--- config.mk ---
export PLATFORM = sky130hd
export DESIGN_NAME = instr_fetch_unit
export DESIGN_NICKNAME = d
export VERILOG_FILES = /design/src/rtl/instr_fetch_unit.sv
export SDC_FILE = /design/constraint.sdc
export NUM_CORES = 1
export LEC_CHECK = 0
export ABC_AREA = 1
export BUFFER_PORTS_ARGS = -buffer_cell sky130_fd_sc_hd__buf_2
export CORE_AREA = 5 5 191 193
export CTS_CLUSTER_DIAMETER = 100
export DETAILED_ROUTE_END_ITERATION = 7
export DIE_AREA = 0 0 196 198
export PLACE_DENSITY = 0.71
export SLEW_MARGIN = 30
export SYNTH_ARGS = -nofsm -noshare
export SYNTH_HDL_FRONTEND = slang
export SYNTH_SLANG_ARGS = --single-unit
--- constraint.sdc ---
create_clock -name clk -period 12.95 [get_ports clk]
set_clock_uncertainty 0.15 [all_clocks]
set_input_delay 0 -clock clk [delete_from_list [all_inputs] [get_ports clk]]
set_output_delay 0 -clock clk [all_outputs]
set_load 0.02 [all_outputs]
--- src/rtl/instr_fetch_unit.sv ---
// Instruction fetch front end: PC, imem read issue, prefetch FIFO and decoder handshake.
// Optional macro FETCH_PERF_CNT_EN adds perf_fetch_cnt / perf_stall_cnt outputs.
module instr_fetch_unit #(
  parameter logic [31:0] RESET_PC   = 32'h0000_0000,
  parameter int          FIFO_DEPTH = 4,
  parameter int          IMEM_AW    = 30
) (
  input  logic               clk,
  input  logic               rst,
  input  logic               fetch_enable,
  output logic               imem_rd_en,
  output logic [IMEM_AW-1:0] imem_addr,
  input  logic [31:0]        imem_rdata,
  output logic [31:0]        instruction_data,
  output logic [31:0]        instruction_pc,
  output logic               instruction_RDY_BSY,
  input  logic               decoder_rdy_bsy,
  input  logic               redirect_valid,
  input  logic [31:0]        redirect_pc
`ifdef FETCH_PERF_CNT_EN
  ,
  output logic [31:0]        perf_fetch_cnt,
  output logic [31:0]        perf_stall_cnt
`endif
);

  localparam int PW = (FIFO_DEPTH > 1) ? $clog2(FIFO_DEPTH) : 1;
  localparam int CW = PW + 1;

  typedef enum logic [1:0] {
    IDLE  = 2'd0,
    RUN   = 2'd1,
    FLUSH = 2'd2
  } state_t;

  state_t             state_q, state_d;
  logic [31:0]        pc_q, pc_d;
  logic               rd_en_q, rd_en_d;
  logic [IMEM_AW-1:0] addr_q, addr_d;
  logic               inflight_q, inflight_d;
  logic [31:0]        infl_pc_q, infl_pc_d;
  logic [31:0]        mem_data_q [FIFO_DEPTH];
  logic [31:0]        mem_data_d [FIFO_DEPTH];
  logic [31:0]        mem_pc_q [FIFO_DEPTH];
  logic [31:0]        mem_pc_d [FIFO_DEPTH];
  logic [PW-1:0]      rd_ptr_q, rd_ptr_d;
  logic [PW-1:0]      wr_ptr_q, wr_ptr_d;
  logic [CW-1:0]      count_q, count_d;
  logic               out_vld_q, out_vld_d;
  logic [31:0]        out_data_q, out_data_d;
  logic [31:0]        out_pc_q, out_pc_d;
  logic               transfer;
  logic               push;
  logic [CW:0]        occ_next;
`ifdef FETCH_PERF_CNT_EN
  logic [31:0]        perf_fetch_q, perf_fetch_d;
  logic [31:0]        perf_stall_q, perf_stall_d;
`endif

  // Next-state logic for FSM, PC, in-flight tracking and FIFO
  always_comb begin
    state_d    = state_q;
    pc_d       = pc_q;
    inflight_d = 1'b0;
    infl_pc_d  = infl_pc_q;
    mem_data_d = mem_data_q;
    mem_pc_d   = mem_pc_q;
    rd_ptr_d   = rd_ptr_q;
    wr_ptr_d   = wr_ptr_q;
    count_d    = count_q;
    out_vld_d  = out_vld_q;
    out_data_d = out_data_q;
    out_pc_d   = out_pc_q;

    transfer = out_vld_q & decoder_rdy_bsy;
    push     = inflight_q & ~redirect_valid;

    case (state_q)
      IDLE:    state_d = fetch_enable ? RUN : IDLE;
      RUN:     state_d = fetch_enable ? RUN : IDLE;
      FLUSH:   state_d = fetch_enable ? RUN : IDLE;
      default: state_d = IDLE;
    endcase

    // A redirect lets the same-cycle transfer complete, then drops everything queued
    if (redirect_valid) begin
      state_d    = FLUSH;
      pc_d       = redirect_pc & 32'hFFFF_FFFC;
      inflight_d = 1'b0;
      rd_ptr_d   = {PW{1'b0}};
      wr_ptr_d   = {PW{1'b0}};
      count_d    = {CW{1'b0}};
      out_vld_d  = 1'b0;
    end else begin
      if (rd_en_q) begin
        pc_d       = pc_q + 32'd4;
        inflight_d = 1'b1;
        infl_pc_d  = pc_q;
      end else begin
        inflight_d = 1'b0;
      end
      if (push) begin
        mem_data_d[wr_ptr_q] = imem_rdata;
        mem_pc_d[wr_ptr_q]   = infl_pc_q;
        wr_ptr_d             = wr_ptr_q + {{(PW-1){1'b0}}, 1'b1};
      end else begin
        wr_ptr_d = wr_ptr_q;
      end
      if (transfer) begin
        rd_ptr_d = rd_ptr_q + {{(PW-1){1'b0}}, 1'b1};
      end else begin
        rd_ptr_d = rd_ptr_q;
      end
      count_d   = count_q + {{(CW-1){1'b0}}, push} - {{(CW-1){1'b0}}, transfer};
      out_vld_d = (count_d != {CW{1'b0}});
      if (out_vld_d) begin
        out_data_d = mem_data_d[rd_ptr_d];
        out_pc_d   = mem_pc_d[rd_ptr_d];
      end else begin
        out_data_d = out_data_q;
        out_pc_d   = out_pc_q;
      end
    end

    // Reads already in flight count against capacity so the FIFO can never overflow
    occ_next = {1'b0, count_d} + {{CW{1'b0}}, inflight_d};
    rd_en_d  = (state_d == RUN) && (occ_next < (CW+1)'(FIFO_DEPTH));
    addr_d   = pc_d[IMEM_AW+1:2];
  end

`ifdef FETCH_PERF_CNT_EN
  // Performance counter next values
  always_comb begin
    perf_fetch_d = perf_fetch_q;
    perf_stall_d = perf_stall_q;
    if (transfer) begin
      perf_fetch_d = perf_fetch_q + 32'd1;
    end else begin
      perf_fetch_d = perf_fetch_q;
    end
    if (decoder_rdy_bsy && !out_vld_q && (state_q != IDLE)) begin
      perf_stall_d = perf_stall_q + 32'd1;
    end else begin
      perf_stall_d = perf_stall_q;
    end
  end

  // Performance counter registers
  always_ff @(posedge clk or posedge rst) begin
    if (rst) begin
      perf_fetch_q <= 32'h0;
      perf_stall_q <= 32'h0;
    end else begin
      perf_fetch_q <= perf_fetch_d;
      perf_stall_q <= perf_stall_d;
    end
  end

  assign perf_fetch_cnt = perf_fetch_q;
  assign perf_stall_cnt = perf_stall_q;
`endif

  // State, PC, FIFO and registered output flops
  always_ff @(posedge clk or posedge rst) begin
    if (rst) begin
      state_q    <= IDLE;
      pc_q       <= RESET_PC;
      rd_en_q    <= 1'b0;
      addr_q     <= {IMEM_AW{1'b0}};
      inflight_q <= 1'b0;
      infl_pc_q  <= 32'h0;
      for (int i = 0; i < FIFO_DEPTH; i++) begin
        mem_data_q[i] <= 32'h0;
        mem_pc_q[i]   <= 32'h0;
      end
      rd_ptr_q   <= {PW{1'b0}};
      wr_ptr_q   <= {PW{1'b0}};
      count_q    <= {CW{1'b0}};
      out_vld_q  <= 1'b0;
      out_data_q <= 32'h0;
      out_pc_q   <= 32'h0;
    end else begin
      state_q    <= state_d;
      pc_q       <= pc_d;
      rd_en_q    <= rd_en_d;
      addr_q     <= addr_d;
      inflight_q <= inflight_d;
      infl_pc_q  <= infl_pc_d;
      mem_data_q <= mem_data_d;
      mem_pc_q   <= mem_pc_d;
      rd_ptr_q   <= rd_ptr_d;
      wr_ptr_q   <= wr_ptr_d;
      count_q    <= count_d;
      out_vld_q  <= out_vld_d;
      out_data_q <= out_data_d;
      out_pc_q   <= out_pc_d;
    end
  end

  assign imem_rd_en          = rd_en_q;
  assign imem_addr           = addr_q;
  assign instruction_data    = out_data_q;
  assign instruction_pc      = out_pc_q;
  assign instruction_RDY_BSY = out_vld_q;

endmodule
Word level (Yosys, flattened, before mapping)
Index checks and enable logic that the tools add are counted.
Cells by class
  bitwise logic cells: 5
  reductions and logical operators: 9
  multiplexer cells: 28
  $lt $le $gt $ge: 4
  equal/unequal tests: 3
  shift-type cells: 0
  add/subtract/negate cells: 6
  multipliers: 0
  div/mod/pow operators: 0
Operators by type and width (count)
  2-to-1 mux 128 bit: 4
  bitwise mux 128 bit: 2
  2-to-1 mux 32 bit: 7
  binary-select mux 32 bit (select 2 bit): 2
  demux 32 bit (select 2 bit): 1
  adder 32 x 3 -> 32 bit (second input constant): 1
  2-to-1 mux 2 bit: 6
  greater-or-equal comparator 3 bit (second input constant): 2
  inverter 2 -> 3 bit: 2
  2-to-1 mux 1 bit: 5
  adder 2 x 1 -> 2 bit (second input constant): 2
  adder 3 x 1 -> 4 bit: 1
  == test 2 x 1 -> 1 bit (second input constant): 2
  < comparator 4 x 3 -> 1 bit (second input constant): 1
  AND reduction 2 bit: 2
  nonzero test 2 bit: 2
  adder 3 x 1 -> 3 bit: 1
  < comparator 3 x 1 -> 1 bit (second input constant): 1
  2-to-1 mux 3 bit: 1
  nonzero test 3 bit: 1
  OR reduction 3 bit: 1
  subtractor 3 x 1 -> 3 bit: 1
  bitwise AND 1 bit: 2
  == test 2 bit (second input constant): 1
  3 further kinds: 4
Storage, ports and cells
  logic and storage cells: 75
  input port bits: 69
  memories: 0
  bits in read-only memories: 0
  memory bits (writable): 0
  latch bits: 0
  output and inout port bits: 96
  flip-flop bits (word level): 396

Longest topological paths before layout
Gate-level depths: netlist (run 1).
  word-level depth: 11
  mapped depth: 19
  mapped depth without buffers: 16

Least setup slack after synthesis (run 1)
No wires, ideal clock.
  kind: flip-flop to flip-flop
  start point: register inflight_q
  end point: register out_data_q[0], in the netlist instruction_data[0]
  period minus slack after synthesis: 2.789 ns
  library setup time: 0.117 ns
  arrival: 2.523 ns
  slack: 10.161 ns
  buffers on the path: 3
  required time: 12.683 ns
  cell stages (with the launch flop): 20
  path through: dfrtp_1 -> inv_1 -> nor2_4 -> buf_2 -> inv_1 -> ha_1 -> inv_1 -> ha_1 -> inv_1 -> fa_1 -> xnor2_1 -> nand2_1 -> nand2_1 -> nand2_1 -> nand2_1 -> inv_1 -> buf_2 -> buf_2 -> nand2_1 -> nand2_1
On the way
  word-level cells in the longest chain between the ends: 6
  elaborated cells on any way between the ends: 10
  those cells by class: add/sub (2); mux (5); bitwise (1); reduce/logical (2)
Ends and longest elaborated chain
  start: declaration: line 40  | logic inflight_q, inflight_d;
  start signal: assignment: line 187  | inflight_q <= inflight_d;
  bitwise AND 1 bit *: line 76  | push = inflight_q & ~redirect_valid;
  branches (longest 5 deep; another with adder 3 x 1 -> 3 bit)
  end signal: assignment: line 195  | out_data_q <= out_data_d;
  end: declaration: line 50  | logic [31:0] out_data_q, out_data_d;
Every way passes the cells marked *. The select of a mux whose other input is x is not followed.
A chain may end at the register's enable or synchronous reset.

Worst setup path in the final report (run 1)
  start point: register inflight_q
  end point: register out_pc_q[29], in the netlist instruction_pc[29]
On the way
  word-level cells in the longest chain between the ends: 6
  elaborated cells on any way between the ends: 10
  those cells by class: add/sub (2); mux (5); bitwise (1); reduce/logical (2)
Ends and longest elaborated chain
  bitwise AND 1 bit *: line 76
  branches (longest 5 deep; another with adder 3 x 1 -> 3 bit)
  end signal: assignment: line 196  | out_pc_q <= out_pc_d;
  end: declaration: line 51  | logic [31:0] out_pc_q, out_pc_d;
Marked as above.

==> impl_metrics.yaml, run 1 <==
yosys:
  synth_cell_types: 33
  syn_nets: 2420
  synth.ff_latch_count: 392
  syn-mean-instance-area_sq_um: 8.00
  yosys.area_share.xor_xnor: 0.00274
  combinational_family_with_the_most_area_after_synthesis: "simple AND/OR/NAND/NOR gates"
  seq_area_frac_synth: 0.524
  post_synth_inst_count: 2343
  post_synth_fa_ha_maj_area_fraction: 0.00574
  post_synthesis_compound_gate_area_fraction: 0.0176
  synth-simple-area-share: 0.396
  yosysWarningCount: 0
  post_synth_mux_area_share: 0
  synthesis.area_sq_um: 18700
placement:
  place_congestion: 0.901
  port_bufs: 162
  dp_hpwl_mm: 29.5
  place_ws_ns: 8.87
final_layout:
  nets: 2548
  layout_common_cells: "sky130_fd_sc_hd__nand2_1, sky130_fd_sc_hd__nand3_1, sky130_fd_sc_hd__dfrtp_1"
  layout.cells.most_common: "sky130_fd_sc_hd__nand2_1"
  antenna_cells_inserted: 0
  syn_to_final_growth_pct: 15.9
  share_of_post_route_cells_with_drive_strength_above_1: 0.111
detailed_routing:
  dr_total_vias: 17500
  drtAntennaViolNets: 0
  drt-total-wl_mm: 54.1
  vias_per_cell: 5.93
  drt_iter0_markers: 1429
  post-route-drc-count: 0
  post_drt_wl_per_cell_um: 18.3
  drt_first_pass_iters: 5
floorplanning:
  floorplan.rows: 68
  pin_count: 165
  floorplan.die.height_um: 198
  fp.dieW_um: 196
  core_region_area_sq_um: 34400
  effective_utilization_at_floorplan: 0.545
  design.die.area_sq_um: 38800
setup_path:
  critPathKind: "reg -> reg"
  path_common_cell: "sky130_fd_sc_hd__nand2_1"
  critical_path.reg2reg.startpoint: "inflight_q"
  cp-start-kind: "flip-flop"
  critical_path_arrival_ns: 4.35
  timing.rr.end: "instruction_pc[29]"
  timing.critical_path.required_ns: 13.23
  timing.critical_path.cells: "inv_1, nor2_4, inv_1, ha_1, inv_1, ha_1, inv_1, fa_1, xnor2_1, nand2_1, nand2_1, nand2_1, nand2_2, buf_4, inv_2, buf_4, nand2_1, nand2_1"
  critical_path.endpoint_type: "flip-flop"
  reg2reg_slack_ns: 8.89
  slowest_delay_ns: 0.73
  worst_r2r_path_depth: 18
  cp_slowest_cell: "sky130_fd_sc_hd__dfrtp_4"
  critical_path_peak_fanout: 65
sta:
  achievable-frequency_ghz: 0.246
  setup_repair_after_global_routing_missed_its_margin: "false"
  final_hold_viol_count: 11
  timing.setup.tns_ns: 0
  max-slew-margin-rel: 0.345
  timing.final.setup_violations: 0
  hold_ws_ns: -0.0233
  final_min_period_over_clock_period: 0.314
  maxSlewViolCount: 0
  worst_slack_ns: 8.89
  worst_pin_slew_ns: 0.982
  final.min_clock_period_ns: 4.06
global_routing:
  grt_first_pass_wirelength_mm: 88.7
  grt.total_usage: 0.277
  antenna_found_initial: 0
  first_global_vias: 17200
  pin_count_of_the_biggest_net_entering_global_routing: 111
  overflow: 0
hold_path:
  min-delay-path-class: "in -> async"
run_status:
  violations: "negative hold slack"
  outcome: "finished with violations"
clock_tree:
  clock_latency_ns: 0.54
  ctsRootBufferMaster: "sky130_fd_sc_hd__clkbuf_16"
  htree_num_levels: 2
  clk_transition_reported_paths_ns: 0.06
  cts_tree: "built"
  clock_sinks: 392
  max-clock-path-buffers: 3
  cts_inserted_buffers: 43
power:
  leakage_nw: 11.9
  maximum_vdd_drop_mv: 0.145
  power-per-cell-area_nw_per_um2: 203
job:
  drv_cap: 0
-- critical path: cells and delay by family (launching register included) --
kind                     cells  cell delay (ns)
flip-flops                   1             0.73
AND/OR/NAND/NOR              7             0.65
buffers and inverters        7             1.39
XOR/XNOR                     1             0.16
adder cells (fa/ha/maj)      3             0.79
-- area by class of cell --
cell class              instances  area, sq um
multi-input cells            1729         7960
well taps                     455          569
clock inverters                15          181
clock buffers                  63         1300
repair buffers                254         1680
fillers                      2956        12700
flip-flops and latches        392         9810
inverters                      51          206
-- layer usage --
layer | GRT usage | routed length [um] | up-vias
li1 | - | - | 8156
met1 | 0.386 | 23100 | 8505
met2 | 0.451 | 25300 | 776
met3 | 0.0430 | 4340 | 111
met4 | 0.0882 | 1370 | 0
met5 | 0 | 0 | -
-- registers in the layout (all words and copies together), names as in the netlist --
name / cells
state_q: 2
instruction_data: 32
mem_data_q: 128
imem_rd_en: 1
count_q: 3
imem_addr: 30
inflight_q: 1
mem_pc_q: 128
rd_ptr_q: 2
wr_ptr_q: 2
infl_pc_q: 30
instruction_RDY_BSY: 1
instruction_pc: 32
-- timing repair --
item | in CTS | in global routing
hold buffers | 68 | 0
endpoints found under the hold margin | 299 | 0
buffers inserted | 0 | 0
resized for setup | 0 | 0
-- worst max path at each step --
stage	slack [ns]	cells after the start	endpoint	startpoint
floorplan	1.90	1	count_q[0]	rst
finish	8.89	18	instruction_pc[29]	inflight_q
detailed placement	8.87	18	instruction_pc[29]	inflight_q
global placement	8.93	18	instruction_data[1]	inflight_q
global route	8.55	18	instruction_data[14]	inflight_q
CTS	8.88	18	instruction_pc[29]	inflight_q
-- stage by stage --
step	utilization	power [mW]	area, sq um	std cells
global placement	0.568	3.08	19500	2813
detailed placement	0.569	3.12	19500	2813
CTS	0.632	4.42	21700	2959
finish	0.632	4.40	21700	2959
global route	0.632	4.68	21700	2959
floorplan	-	2.70	18700	2343
-- synth_stat cells (all sizes together) --
master / instances / share of area
dfrtp: 392 / 0.52
nor3b: 1 / 0.00040
o2111ai: 5 / 0.0023
nor2: 81 / 0.017
fa: 1 / 0.0011
o21ai: 17 / 0.0045
clkbuf: 40 / 0.0080
a22oi: 15 / 0.0060
and2: 1 / 0.00033
a22o: 1 / 0.00047
buf: 131 / 0.036
a32oi: 1 / 0.00047
nand2: 892 / 0.18
nor3: 2 / 0.00053
nand4: 198 / 0.066
inv: 51 / 0.010
o211ai: 5 / 0.0020
a31oi: 1 / 0.00033
xnor2: 2 / 0.0013
xor2: 3 / 0.0014
o31ai: 1 / 0.00040
a21oi: 2 / 0.00053
ha: 7 / 0.0047
nand3: 491 / 0.13
nand3b: 1 / 0.00040
o311a: 1 / 0.00053
-- power breakdown --
| part | internal [mW] | total, mW | leakage [nW] | switching, mW |
|---|---|---|---|---|
| registers | 1.51 | 1.71 | 5.19 | 0.201 |
| clock network | 0.777 | 1.28 | 0.738 | 0.502 |
| logic | 0.451 | 1.41 | 5.96 | 0.961 |
| total | 2.74 | 4.40 | 11.9 | 1.66 |
-- logic make-up after synthesis --
family                   count (synthesis)
AND/OR/NAND/NOR                       1667
buffers and inverters                  222
flip-flops                             392
adder cells (fa/ha/maj)                  8
XOR/XNOR                                 5
AO/OA/AOI/OAI                           49
(Power assumes the default switching activity.)
==> run 2: changes to the inputs <==
--- a/config.mk
+++ b/config.mk
@@ -7,11 +7,11 @@
 export LEC_CHECK = 0
 export ABC_AREA = 1
 export BUFFER_PORTS_ARGS = -buffer_cell sky130_fd_sc_hd__buf_2
-export CORE_AREA = 5 5 191 193
+export CORE_AREA = 5 5 193 195
 export CTS_CLUSTER_DIAMETER = 100
 export DETAILED_ROUTE_END_ITERATION = 7
-export DIE_AREA = 0 0 196 198
-export PLACE_DENSITY = 0.71
+export DIE_AREA = 0 0 198 200
+export PLACE_DENSITY = 0.72
 export SLEW_MARGIN = 30
 export SYNTH_ARGS = -nofsm -noshare
 export SYNTH_HDL_FRONTEND = slang
==> constraint.sdc (replaced) <==
create_clock -name clk -period 3.7 [get_ports clk]
set_clock_uncertainty 0.15 [all_clocks]
set_input_delay 0 -clock clk [delete_from_list [all_inputs] [get_ports clk]]
set_output_delay 0 -clock clk [all_outputs]
set_load 0.02 [all_outputs]
==> impl_metrics.yaml, run 2 (same netlist as run 1, synthesis figures left out) <==
placement:
  dp_cells: 2839
  port_bufs: 162
  place_congestion: 0.858
  place_ws_ns: 0.673
  dp_hpwl_mm: 31.4
final_layout:
  share_of_post_route_cells_with_drive_strength_above_1: 0.116
  layout.cells.most_common: "sky130_fd_sc_hd__nand2_1"
  nets: 2578
  final_util: 0.626
  biggest_regs: "mem_data_q x128, mem_pc_q x128"
  layout_common_cells: "sky130_fd_sc_hd__nand2_1, sky130_fd_sc_hd__nand3_1, sky130_fd_sc_hd__dfrtp_1"
  syn_to_final_growth_pct: 17.7
  antenna_cells_inserted: 0
  finished_layout_cells: 2994
sta:
  maxSlewViolCount: 0
  timing.final.setup_violations: 0
  worst_pin_slew_ns: 0.942
  max-slew-margin-rel: 0.372
  final.min_clock_period_ns: 3.05
  hold_ws_ns: 0.0526
  achievable-frequency_ghz: 0.328
  final_min_period_over_clock_period: 0.823
  final_hold_viol_count: 0
  worst_slack_ns: 0.654
  setup_repair_after_global_routing_missed_its_margin: "false"
hold_path:
  min-delay-path-class: "in -> reg"
global_routing:
  grt_first_pass_wirelength_mm: 90.5
  met1_usage: 0.380
  antenna_found_initial: 0
  grt.total_usage: 0.279
  grt_util_met3: 0.0428
  overflow: 0
  met2_capacity_usage_during_global_routing: 0.459
  global_route.peak_usage_layer: "met2"
  first_global_vias: 17600
  pin_count_of_the_biggest_net_entering_global_routing: 192
setup_path:
  critical_path_arrival_ns: 3.37
  critical_path_peak_fanout: 45
  timing.rr.end: "instruction_data[3]"
  critical_path.reg2reg.startpoint: "inflight_q"
  critPathKind: "reg -> reg"
  critical_path.endpoint_type: "flip-flop"
  cp-start-kind: "flip-flop"
  worst_r2r_path_depth: 16
  critical_path.endpoint: "instruction_data[3]"
  timing.critical_path.required_ns: 4.03
  reg2reg_slack_ns: 0.65
  critical_path.startpoint: "inflight_q"
floorplanning:
  floorplan.rows: 69
  floorplan.die.height_um: 200
  core_region_area_sq_um: 35200
  pin_count: 165
  effective_utilization_at_floorplan: 0.532
  fp.dieW_um: 198
  design.die.area_sq_um: 39600
detailed_routing:
  drt-total-wl_mm: 55.5
  post_drt_wl_per_cell_um: 18.5
  vias_per_cell: 5.91
  drtAntennaViolNets: 0
  drt_iter0_markers: 1610
  dr_total_vias: 17700
  drt_first_pass_iters: 8
  post-route-drc-count: 0
run_status:
  outcome: "complete, no violations"
clock_tree:
  ctsHoldBuffers: 79
  post-cts-setup-buffer-count: 0
  clk_transition_reported_paths_ns: 0.06
  htree_num_levels: 2
  clock_latency_ns: 0.55
  clock_sinks: 392
  max-clock-path-buffers: 3
  cts_inserted_buffers: 42
  cts_tree: "built"
  cts-resized-gates: 0
  ctsRootBufferMaster: "sky130_fd_sc_hd__clkbuf_16"
power:
  leakage_nw: 12.0
  power-per-cell-area_nw_per_um2: 699
  totalPowerFinal_mw: 15.4
  maximum_vdd_drop_mv: 0.471
job:
  drv_cap: 0
-- run 2: how the worst min path moves through the flow --
| stage | startpoint | endpoint | cells after the start |
|---|---|---|---|
| 2_1_floorplan | redirect_valid | state_q[1] | 0 |
| 5_1_grt | redirect_pc[5] | imem_addr[3] | 4 |
| 6_report | redirect_pc[5] | imem_addr[3] | 4 |
| 3_5_place_dp | rst | instruction_data[24] | 2 |
| 3_3_place_gp | rst | instruction_data[24] | 2 |
| 4_1_cts | redirect_pc[5] | imem_addr[3] | 4 |
-- run 2: critical path: stages (launching register included) --
cell and delay [ns]:
sky130_fd_sc_hd__dfrtp_4 0.49, sky130_fd_sc_hd__inv_1 0.10, sky130_fd_sc_hd__nor2_4 0.04, sky130_fd_sc_hd__inv_1 0.07, sky130_fd_sc_hd__ha_1 0.22, sky130_fd_sc_hd__inv_1 0.06, sky130_fd_sc_hd__ha_1 0.13, sky130_fd_sc_hd__inv_1 0.04
sky130_fd_sc_hd__fa_1 0.41, sky130_fd_sc_hd__xnor2_1 0.15, sky130_fd_sc_hd__nand2_1 0.06, sky130_fd_sc_hd__nand2_1 0.11, sky130_fd_sc_hd__nand2_1 0.08, sky130_fd_sc_hd__nand2_2 0.08, sky130_fd_sc_hd__buf_4 0.55, sky130_fd_sc_hd__nand2_1 0.12
sky130_fd_sc_hd__nand2_1 0.10
-- run 2: power breakdown --
group          internal [mW]  switching, mW
sequential              5.28          0.688
combinational           1.65           3.45
clock                   2.60           1.74
-- run 2: area by class of cell --
cell class | instances | area (sq um)
Fill cell | 3006 | 13200
Sequential cell | 392 | 9810
Multi-Input combinational cell | 1729 | 7960
Timing Repair Buffer | 285 | 2040
Clock buffer | 68 | 1330
Tap cell | 461 | 577
Inverter | 51 | 203
Clock inverter | 8 | 116
-- run 2: stage by stage --
step,setup TNS (ns),area (sq um)
after global placement,0,19800
after global routing,0,22000
after detailed placement,0,19800
after floorplan,-675.76,18700
after CTS,0,22000
final,0,22000
-- run 2: routing by layer --
metal | vias to the layer above | routed length [um] | share of wire
met5 | - | 0 | 0
met4 | 0 | 1700 | 0.031
met3 | 135 | 5030 | 0.091
met2 | 889 | 26400 | 0.47
met1 | 8467 | 22400 | 0.40
li1 | 8214 | - | -
==> run 3: changes to the inputs <==
--- a/config.mk
+++ b/config.mk
@@ -7,11 +7,11 @@
 export LEC_CHECK = 0
 export ABC_AREA = 1
 export BUFFER_PORTS_ARGS = -buffer_cell sky130_fd_sc_hd__buf_2
-export CORE_AREA = 5 5 193 195
+export CORE_AREA = 5 5 191 193
 export CTS_CLUSTER_DIAMETER = 100
 export DETAILED_ROUTE_END_ITERATION = 7
-export DIE_AREA = 0 0 198 200
-export PLACE_DENSITY = 0.72
+export DIE_AREA = 0 0 196 198
+export PLACE_DENSITY = 0.71
 export SLEW_MARGIN = 30
 export SYNTH_ARGS = -nofsm -noshare
 export SYNTH_HDL_FRONTEND = slang
==> constraint.sdc (replaced) <==
create_clock -name clk -period 2.9 [get_ports clk]
set_clock_uncertainty 0.15 [all_clocks]
set_input_delay 0 -clock clk [delete_from_list [all_inputs] [get_ports clk]]
set_output_delay 0 -clock clk [all_outputs]
set_load 0.02 [all_outputs]
==> impl_metrics.yaml, run 3 (same netlist as run 1, synthesis figures left out) <==
run_status:
  outcome: "complete, no violations"
sta:
  final.min_clock_period_ns: 2.73
  worst_pin_slew_ns: 0.949
  hold_ws_ns: 0.0533
  achievable-frequency_ghz: 0.366
  final_hold_viol_count: 0
  worst_slack_ns: 0.171
  timing.final.setup_violations: 0
  maxSlewViolCount: 0
  final_min_period_over_clock_period: 0.941
  max-slew-margin-rel: 0.367
setup_path:
  critical_path.endpoint_type: "flip-flop"
  timing.critical_path.cells: "inv_1, nor2_4, inv_1, ha_1, inv_1, ha_1, inv_1, fa_2, inv_1, nor2_1, nand2_1, nand2_4, inv_8, clkbuf_16, nand2_1, nand2_1"
  worst_r2r_path_depth: 16
  cp_slowest_cell: "sky130_fd_sc_hd__fa_2"
  cp-start-kind: "flip-flop"
  path_common_cell: "sky130_fd_sc_hd__inv_1"
  critical_path_arrival_ns: 3.01
  timing.critical_path.required_ns: 3.19
  critPathKind: "reg -> reg"
  slowest_delay_ns: 0.56
  critical_path.reg2reg.startpoint: "inflight_q"
  timing.rr.end: "instruction_pc[31]"
  critical_path_peak_fanout: 10
  reg2reg_slack_ns: 0.17
hold_path:
  timing.hold.worst.start: "redirect_pc[2]"
  worstHoldPathCells: 4
  timing.hold.worst_endpoint: "imem_addr[0]"
  min-delay-path-class: "in -> reg"
clock_tree:
  clock_latency_ns: 0.55
  cts_inserted_buffers: 43
  clk_transition_reported_paths_ns: 0.06
  clock_sinks: 392
  cts_tree: "built"
  htree_num_levels: 2
  max-clock-path-buffers: 3
  ctsRootBufferMaster: "sky130_fd_sc_hd__clkbuf_16"
global_routing:
  met2_capacity_usage_during_global_routing: 0.468
  grt_util_met3: 0.0446
  global_route.peak_usage_layer: "met2"
  first_global_vias: 17700
  antenna_found_initial: 0
  pin_count_of_the_biggest_net_entering_global_routing: 192
  overflow: 0
  met1_usage: 0.407
  grt.total_usage: 0.288
  grt_first_pass_wirelength_mm: 92.5
placement:
  dp_hpwl_mm: 32.6
  place_ws_ns: 0.0541
  port_bufs: 162
  place_area_sq_um: 20300
  place_congestion: 0.885
detailed_routing:
  drt_iter0_markers: 1590
  post_drt_wl_per_cell_um: 18.8
  post-route-drc-count: 0
  drt_first_pass_iters: 6
  drt-total-wl_mm: 57.0
  vias_per_cell: 5.94
  dr_total_vias: 18000
  drtAntennaViolNets: 0
final_layout:
  layout.cells.most_common: "sky130_fd_sc_hd__nand2_1"
  nets: 2624
  syn_to_final_growth_pct: 19.8
  post-route-cell-area_sq_um: 22400
  share_of_post_route_cells_with_drive_strength_above_1: 0.134
  biggest_regs: "mem_data_q x128, mem_pc_q x128"
  antenna_cells_inserted: 0
  final_util: 0.653
  layout_common_cells: "sky130_fd_sc_hd__nand2_1, sky130_fd_sc_hd__nand3_1, sky130_fd_sc_hd__dfrtp_1"
  layout.filler_cells: 2884
floorplanning:
  design.die.area_sq_um: 38800
  floorplan.die.height_um: 198
  floorplan.rows: 68
  effective_utilization_at_floorplan: 0.545
  core_region_area_sq_um: 34400
  fp.dieW_um: 196
  pin_count: 165
power:
  leakage_nw: 12.3
  maximum_vdd_drop_mv: 0.486
  power-per-cell-area_nw_per_um2: 883
job:
  drv_cap: 0
==> run 3: per-stage QoR <==
stage | setup TNS (ns) | cells | power (mW)
2_1_floorplan | -989.36 | 2343 | 12.1
3_3_place_gp | 0 | 2885 | 14.0
3_5_place_dp | 0 | 2885 | 14.2
4_1_cts | 0 | 3029 | 19.7
5_1_grt | -0.0269 | 3031 | 21.0
6_report | 0 | 3031 | 19.8
==> run 3: worst max-delay path by stage <==
stage	from	endpoint	slack, ns	depth (start not counted)
floorplan	rst	count_q[0]	-2.52	1
global placement	inflight_q	instruction_data[3]	0.16	17
detailed placement	inflight_q	instruction_data[4]	0.05	17
CTS	inflight_q	instruction_pc[20]	0.03	17
global route	inflight_q	instruction_pc[21]	-0.007	16
finish	inflight_q	instruction_pc[31]	0.17	16
==> run 3: area by class of cell <==
cell class	count	area, sq um	share of cell area
repair buffers	330	2520	0.112
inverters	51	210	0.00937
multi-input cells	1729	7970	0.355
clock buffers	64	1280	0.0569
flip-flops and latches	392	9810	0.437
well taps	455	569	0.0254
clock inverters	10	81.3	0.00363
==> run 3: power breakdown <==
group	total (mW)	leakage (nW)	internal, mW	switching (mW)
Sequential	7.62	5.19	6.73	0.889
Combinational	6.86	6.39	2.33	4.53
Clock	5.33	0.671	3.12	2.21
==> run 3: what timing repair did <==
action,in CTS,in global routing
resized for setup,0,11
hold buffers,70,0
setup buffers,0,0
hold endpoints to repair,591,0
endpoints found under the setup margin,0,64
==> run 3: worst max-delay path, delay by kind of cell (launching register included) <==
family / cells / cell delay (ns)
adders and majority gates: 3 / 0.92
buffers and inverters: 7 / 0.56
DFF: 1 / 0.49
and+or+nand+nor: 6 / 0.48
==> run 3: routing by layer <==
layer,part of all wire,vias to the layer above
li1,-,8316
met1,0.41,8645
met2,0.47,923
met3,0.093,123
met4,0.024,0
met5,0,-
